--- config.mk ---
export PLATFORM = sky130hd
export DESIGN_NAME = m1_ex_issue
export DESIGN_NICKNAME = d
export VERILOG_FILES = /design/src/rtl/m1_ex_issue.sv
export SDC_FILE = /design/constraint.sdc
export NUM_CORES = 1
export LEC_CHECK = 0
export ABC_AREA = 0
export CORE_MARGIN = 2
export CORE_UTILIZATION = 37
export CTS_BUF_LIST = sky130_fd_sc_hd__clkbuf_16
export CTS_CLUSTER_DIAMETER = 30
export DETAILED_ROUTE_END_ITERATION = 6
export GPL_TIMING_DRIVEN = 0
export PLACE_DENSITY = 0.81
export SLEW_MARGIN = 20
export SYNTH_ARGS = -nofsm -noshare
export SYNTH_HDL_FRONTEND = slang
export SYNTH_SLANG_ARGS = --single-unit
--- constraint.sdc ---
create_clock -name sys_clock_i -period 2.4 [get_ports sys_clock_i]
set_input_delay 0.48 -clock sys_clock_i [delete_from_list [all_inputs] [get_ports sys_clock_i]]
set_output_delay 0.48 -clock sys_clock_i [all_outputs]
set_load 0.02 [all_outputs]
--- src/rtl/m1_ex_issue.sv ---
// Operand-issue stage ahead of the M1 ALU: MEM/WB forwarding, load-use stall,
// and the single pipeline register that feeds the combinational ALU.
module m1_ex_issue #(
  parameter int STALL_CNT_W = 16
) (
  input  logic                   sys_clock_i,
  input  logic                   sys_reset_i,
  input  logic                   id_valid_i,
  output logic                   id_ready_o,
  input  logic [4:0]             id_rs_idx_i,
  input  logic [4:0]             id_rt_idx_i,
  input  logic [31:0]            id_rs_val_i,
  input  logic [31:0]            id_rt_val_i,
  input  logic [31:0]            id_imm_i,
  input  logic                   id_use_imm_i,
  input  logic [4:0]             id_func_i,
  input  logic                   id_signed_i,
  input  logic [4:0]             id_rd_idx_i,
  input  logic                   id_wr_en_i,
  input  logic                   mem_wr_en_i,
  input  logic [4:0]             mem_rd_idx_i,
  input  logic                   mem_data_valid_i,
  input  logic [31:0]            mem_data_i,
  input  logic                   wb_wr_en_i,
  input  logic [4:0]             wb_rd_idx_i,
  input  logic [31:0]            wb_data_i,
  input  logic                   flush_i,
  input  logic                   ex_ready_i,
  output logic                   ex_valid_o,
  output logic [31:0]            alu_a_o,
  output logic [31:0]            alu_b_o,
  output logic [4:0]             alu_func_o,
  output logic                   alu_signed_o,
  output logic [4:0]             ex_rd_idx_o,
  output logic                   ex_wr_en_o,
  output logic [STALL_CNT_W-1:0] stall_cnt_o
);

  logic                   ex_valid_r;
  logic [31:0]            alu_a_r;
  logic [31:0]            alu_b_r;
  logic [4:0]             alu_func_r;
  logic                   alu_signed_r;
  logic [4:0]             ex_rd_idx_r;
  logic                   ex_wr_en_r;
  logic [STALL_CNT_W-1:0] stall_cnt_r;

  logic        rs_mem_hit_s;
  logic        rs_wb_hit_s;
  logic        rt_mem_hit_s;
  logic        rt_wb_hit_s;
  logic        hazard_s;
  logic        free_s;
  logic        ready_s;
  logic        load_s;
  logic        stall_inc_s;
  logic [31:0] rs_fwd_s;
  logic [31:0] rt_fwd_s;
  logic [31:0] opb_s;

  // A pending MEM match keeps the register-file value; the stall makes it irrelevant
  // and WB must not win over a younger in-flight producer.
  function automatic logic [31:0] fwd_sel(
    input logic        mem_hit,
    input logic        mem_ok,
    input logic        wb_hit,
    input logic [31:0] mem_d,
    input logic [31:0] wb_d,
    input logic [31:0] rf_d
  );
    logic [31:0] res;
    if (mem_hit) begin
      if (mem_ok) begin
        res = mem_d;
      end else begin
        res = rf_d;
      end
    end else if (wb_hit) begin
      res = wb_d;
    end else begin
      res = rf_d;
    end
    return res;
  endfunction

  // Source matching against the MEM and WB destinations (r0 never forwards).
  always_comb begin
    rs_mem_hit_s = (id_rs_idx_i != 5'd0) && mem_wr_en_i && (mem_rd_idx_i == id_rs_idx_i);
    rs_wb_hit_s  = (id_rs_idx_i != 5'd0) && wb_wr_en_i  && (wb_rd_idx_i  == id_rs_idx_i);
    rt_mem_hit_s = !id_use_imm_i && (id_rt_idx_i != 5'd0) && mem_wr_en_i &&
                   (mem_rd_idx_i == id_rt_idx_i);
    rt_wb_hit_s  = !id_use_imm_i && (id_rt_idx_i != 5'd0) && wb_wr_en_i &&
                   (wb_rd_idx_i == id_rt_idx_i);
  end

  // Operand resolution, hazard detection and handshake.
  always_comb begin
    rs_fwd_s = fwd_sel(rs_mem_hit_s, mem_data_valid_i, rs_wb_hit_s,
                       mem_data_i, wb_data_i, id_rs_val_i);
    rt_fwd_s = fwd_sel(rt_mem_hit_s, mem_data_valid_i, rt_wb_hit_s,
                       mem_data_i, wb_data_i, id_rt_val_i);
    if (id_use_imm_i) begin
      opb_s = id_imm_i;
    end else begin
      opb_s = rt_fwd_s;
    end
    hazard_s    = id_valid_i && !mem_data_valid_i && (rs_mem_hit_s || rt_mem_hit_s);
    free_s      = !ex_valid_r || ex_ready_i;
    ready_s     = !sys_reset_i && (flush_i || (free_s && !hazard_s));
    load_s      = id_valid_i && ready_s && !flush_i;
    stall_inc_s = id_valid_i && hazard_s && !flush_i;
  end

  // Issue register: flush beats load, load beats drain, otherwise hold.
  always_ff @(posedge sys_clock_i) begin
    if (sys_reset_i) begin
      ex_valid_r   <= 1'b0;
      alu_a_r      <= 32'd0;
      alu_b_r      <= 32'd0;
      alu_func_r   <= 5'd0;
      alu_signed_r <= 1'b0;
      ex_rd_idx_r  <= 5'd0;
      ex_wr_en_r   <= 1'b0;
    end else if (flush_i) begin
      ex_valid_r <= 1'b0;
    end else if (load_s) begin
      ex_valid_r   <= 1'b1;
      alu_a_r      <= rs_fwd_s;
      alu_b_r      <= opb_s;
      alu_func_r   <= id_func_i;
      alu_signed_r <= id_signed_i;
      ex_rd_idx_r  <= id_rd_idx_i;
      ex_wr_en_r   <= id_wr_en_i;
    end else if (ex_ready_i) begin
      ex_valid_r <= 1'b0;
    end else begin
      ex_valid_r <= ex_valid_r;
    end
  end

  // Saturating count of load-use stall cycles.
  always_ff @(posedge sys_clock_i) begin
    if (sys_reset_i) begin
      stall_cnt_r <= {STALL_CNT_W{1'b0}};
    end else if (stall_inc_s && (stall_cnt_r != {STALL_CNT_W{1'b1}})) begin
      stall_cnt_r <= stall_cnt_r + {{(STALL_CNT_W-1){1'b0}}, 1'b1};
    end else begin
      stall_cnt_r <= stall_cnt_r;
    end
  end

  assign id_ready_o   = ready_s;
  assign ex_valid_o   = ex_valid_r;
  assign alu_a_o      = alu_a_r;
  assign alu_b_o      = alu_b_r;
  assign alu_func_o   = alu_func_r;
  assign alu_signed_o = alu_signed_r;
  assign ex_rd_idx_o  = ex_rd_idx_r;
  assign ex_wr_en_o   = ex_wr_en_r;
  assign stall_cnt_o  = stall_cnt_r;

endmodule

==> impl_metrics.yaml <==
drt:
  drc: 0
  vias_per_cell: 5.84
  wl_met1_um: 10800
  wl_met2_um: 12900
  vias: 7341
  firstDrtPassIters: 6
  postRouteAntennaNets: 0
  routed_wl_um: 26900
  wl_per_cell_um: 21.4
  initialDrtViolationCount: 646
  routed.top_layer: "met4"
  dr_wl_met3_um: 2300
cts:
  cts_root_buffer: "clkbuf_16"
  path_clk_slew_ns: 0.07
  cts_tree: "done"
  htreeDepth: 3
  cts_buffers: 9
  cts.sinks: 93
  insertion_delay_ns: 0.35
  clockBufferDepth: 2
  hold_buffers: 0
yosys:
  ys_seq_area_share_pct: 32.1
  synthesis.area_um2: 5810
  ys_types: 51
  synth-main-ff-cell: "dfxtp_1"
  synth_fp_nets: 915
  yosys_warnings: 0
  async_flop_share_pct: 0
  synth_cells: 713
  synth-seq-cells: 93
  synth-edff-count: 0
  avgSynthCellArea_um2: 8.14
pwr:
  powerDensity_nw_per_um2: 460
  p_leak_nw: 3.53
  seq_power_share_pct: 36.3
  vdd_drop_max_uv: 305
  switchingPower_mw: 1.39
  p_int_mw: 3.25
  p_sw_share_pct: 30.0
  clkPwrFrac_pct: 35.2
  power_frac_comb_pct: 28.5
sta:
  fin_worst_skew_ns: 0.00535
  setup_violations: 19
  period_share_pct: 105
  worst_pin_slew_ns: 0.835
  drv_slew: 0
  rsz0062_at_grt: "true"
  max_freq_mhz: 398
  hold_viol_final: 0
  slew_headroom_pct: 44.3
  min_period_ns: 2.51
  fin_hold_ws_ns: 0.493
  fin_ws_ns: -0.113
setup_path:
  arrival_ns: 2.76
  crit_path_max_fanout: 7
  worstSetupPathType: "in -> reg"
  critPathCaptureType: "register"
  critical_path_required_ns: 2.64
  startpoint_type: "input port"
cells_and_area:
  fillers: 1284
  nets: 1244
  flow.area_growth_from_synthesis_pct: 73.8
  layout-drive-gt1-share_pct: 16.8
  ff_latch_area_um2: 1860
  multi_input_area_um2: 3970
  layout_commonest_cell: "clkdlybuf4s50_1"
  final-instance-count-excl-fill: 1258
  antennaDiodeCount: 0
  layout.cells.most_common_list: "273 x clkdlybuf4s50_1, 93 x dfxtp_1, 83 x nor2_1"
global_route:
  antenna_found_initial: 0
  grt.total_usage_pct: 30.5
  grt_start_max_net_pins: 20
  grt_pass1_wl_um: 39000
  grt-ovfl-total: 0
  grt_pass1_vias: 6992
place:
  place_hpwl_um: 19800
  port-buffer-count: 293
  dp.cells: 1217
  gp_congestion: 0.921
die:
  row_count: 45
  die_w_um: 129
  die-area_um2: 16700
  pin_count: 295
  die_h_um: 129
  core_area_um2: 15300
  start_util_pct: 38.0
run:
  drv_cap: 0
outcome:
  outcome: "complete, but fails checks"
  failed_checks: "negative setup slack"
worst_hold_path:
  min_path_type: "reg -> reg"
## kinds of logic after synthesis
group	count (synthesis)	share of synthesized area, %
buffers and inverters	93	7.18
multiplexers	21	3.66
flip-flops	93	32.1
adder cells (fa/ha/maj)	1	0.215
XOR/XNOR	22	3.32
AND/OR/NAND/NOR	227	18.0
AO/OA/AOI/OAI	256	35.6
## state kept, by name (all words and copies together) (netlist names)
| signal | flops |
|---|---|
| stall_cnt_o | 16 |
| ex_rd_idx_o | 5 |
| alu_func_o | 5 |
| alu_b_o | 32 |
| ex_wr_en_o | 1 |
| ex_valid_o | 1 |
| alu_signed_o | 1 |
| alu_a_o | 32 |
## synth_stat cells, types with 6 or more instances
| master | instances | share of area, % |
|---|---|---|
| mux2i_1 | 19 | 3.3 |
| or3_1 | 11 | 1.2 |
| a311oi_2 | 14 | 3.6 |
| xnor2_1 | 8 | 1.2 |
| o21ai_1 | 6 | 0.52 |
| nor2_1 | 84 | 5.4 |
| o21ai_0 | 25 | 2.2 |
| and2_1 | 33 | 3.6 |
| a31oi_1 | 17 | 1.8 |
| buf_2 | 9 | 0.78 |
| a211oi_1 | 67 | 8.7 |
| clkbuf_1 | 50 | 3.2 |
| o221ai_1 | 10 | 1.5 |
| a21oi_1 | 13 | 1.1 |
| inv_1 | 19 | 1.2 |
| dfxtp_1 | 93 | 32 |
| xor2_1 | 14 | 2.1 |
| buf_4 | 9 | 1.2 |
| nand2_1 | 69 | 4.5 |
| a221o_1 | 6 | 1.0 |
| a221oi_1 | 48 | 7.2 |
| o31a_1 | 16 | 2.4 |
| a22o_1 | 22 | 3.3 |
## final timing paths
check	start	end	slack (ns)	depth (start not counted)
worst max-delay path	id_rt_idx_i[0]	stall_cnt_o[15]$_SDFFE_PP0P_	-0.11	10
worst min-delay path	ex_rd_idx_o[0]$_SDFFE_PP0P_	ex_rd_idx_o[0]$_SDFFE_PP0P_	0.49	2
worst max register to register	stall_cnt_o[0]$_SDFFE_PP0P_	stall_cnt_o[14]$_SDFFE_PP0P_	0.24	7
worst min register to register	ex_rd_idx_o[0]$_SDFFE_PP0P_	ex_rd_idx_o[0]$_SDFFE_PP0P_	0.49	2
## cell type report
type | count | share of cell area, %
inverters | 19 | 0.707
plain buffers | 71 | 4.81
flip-flops and latches | 93 | 18.5
clock buffers | 9 | 2.23
multi-input cells | 528 | 39.3
well taps | 211 | 2.62
repair buffers | 320 | 30.8
clock inverters | 7 | 1.05
## stage by stage
stage          area (um^2)  total power [mW]  setup WS, ns  util (%)  TNS [ns]
3_5_place_dp          9040              2.93         -1.24      59.3    -71.54
2_1_floorplan         5850              2.24       0.00651         -         0
5_1_grt              10100              4.78        -0.140      66.1     -1.77
4_1_cts               9730              4.57       -0.0882      63.7    -0.248
3_3_place_gp          9040              2.92         -1.21      59.3    -70.92
6_report             10100              4.64        -0.113      66.1    -0.707
## routing by layer
metal	GRT usage (%)	vias up
li1	-	3372
met1	38.1	3480
met2	51.8	420
met3	6.07	69
met4	12.0	0
met5	0	-
## worst max-delay path: stages
cell	delay, ns
buf_2	0.15
xnor2_2	0.18
o211ai_4	0.11
buf_4	0.15
buf_4	0.13
buf_4	0.14
nor3_2	0.48
o221ai_4	0.25
nor4_4	0.36
mux2_4	0.33
## timing repair
action | CTS | global route
pin swaps | 18 | 16
gates cloned | 2 | 0
buffers inserted | 12 | 14
endpoints found under the hold margin | 0 | 0
endpoints found under the setup margin | 94 | 74
resized for setup | 125 | 85
## power groups by stage
stage	sequential (mW)	combinational [mW]	clock, mW
after floorplan	1.82	0.421	0
after global placement	1.71	1.21	0
after detailed placement	1.72	1.22	0
after CTS	1.68	1.26	1.63
after global routing	1.69	1.39	1.69
final	1.68	1.32	1.63
No activity file was read; power rests on OpenSTA's default activity.
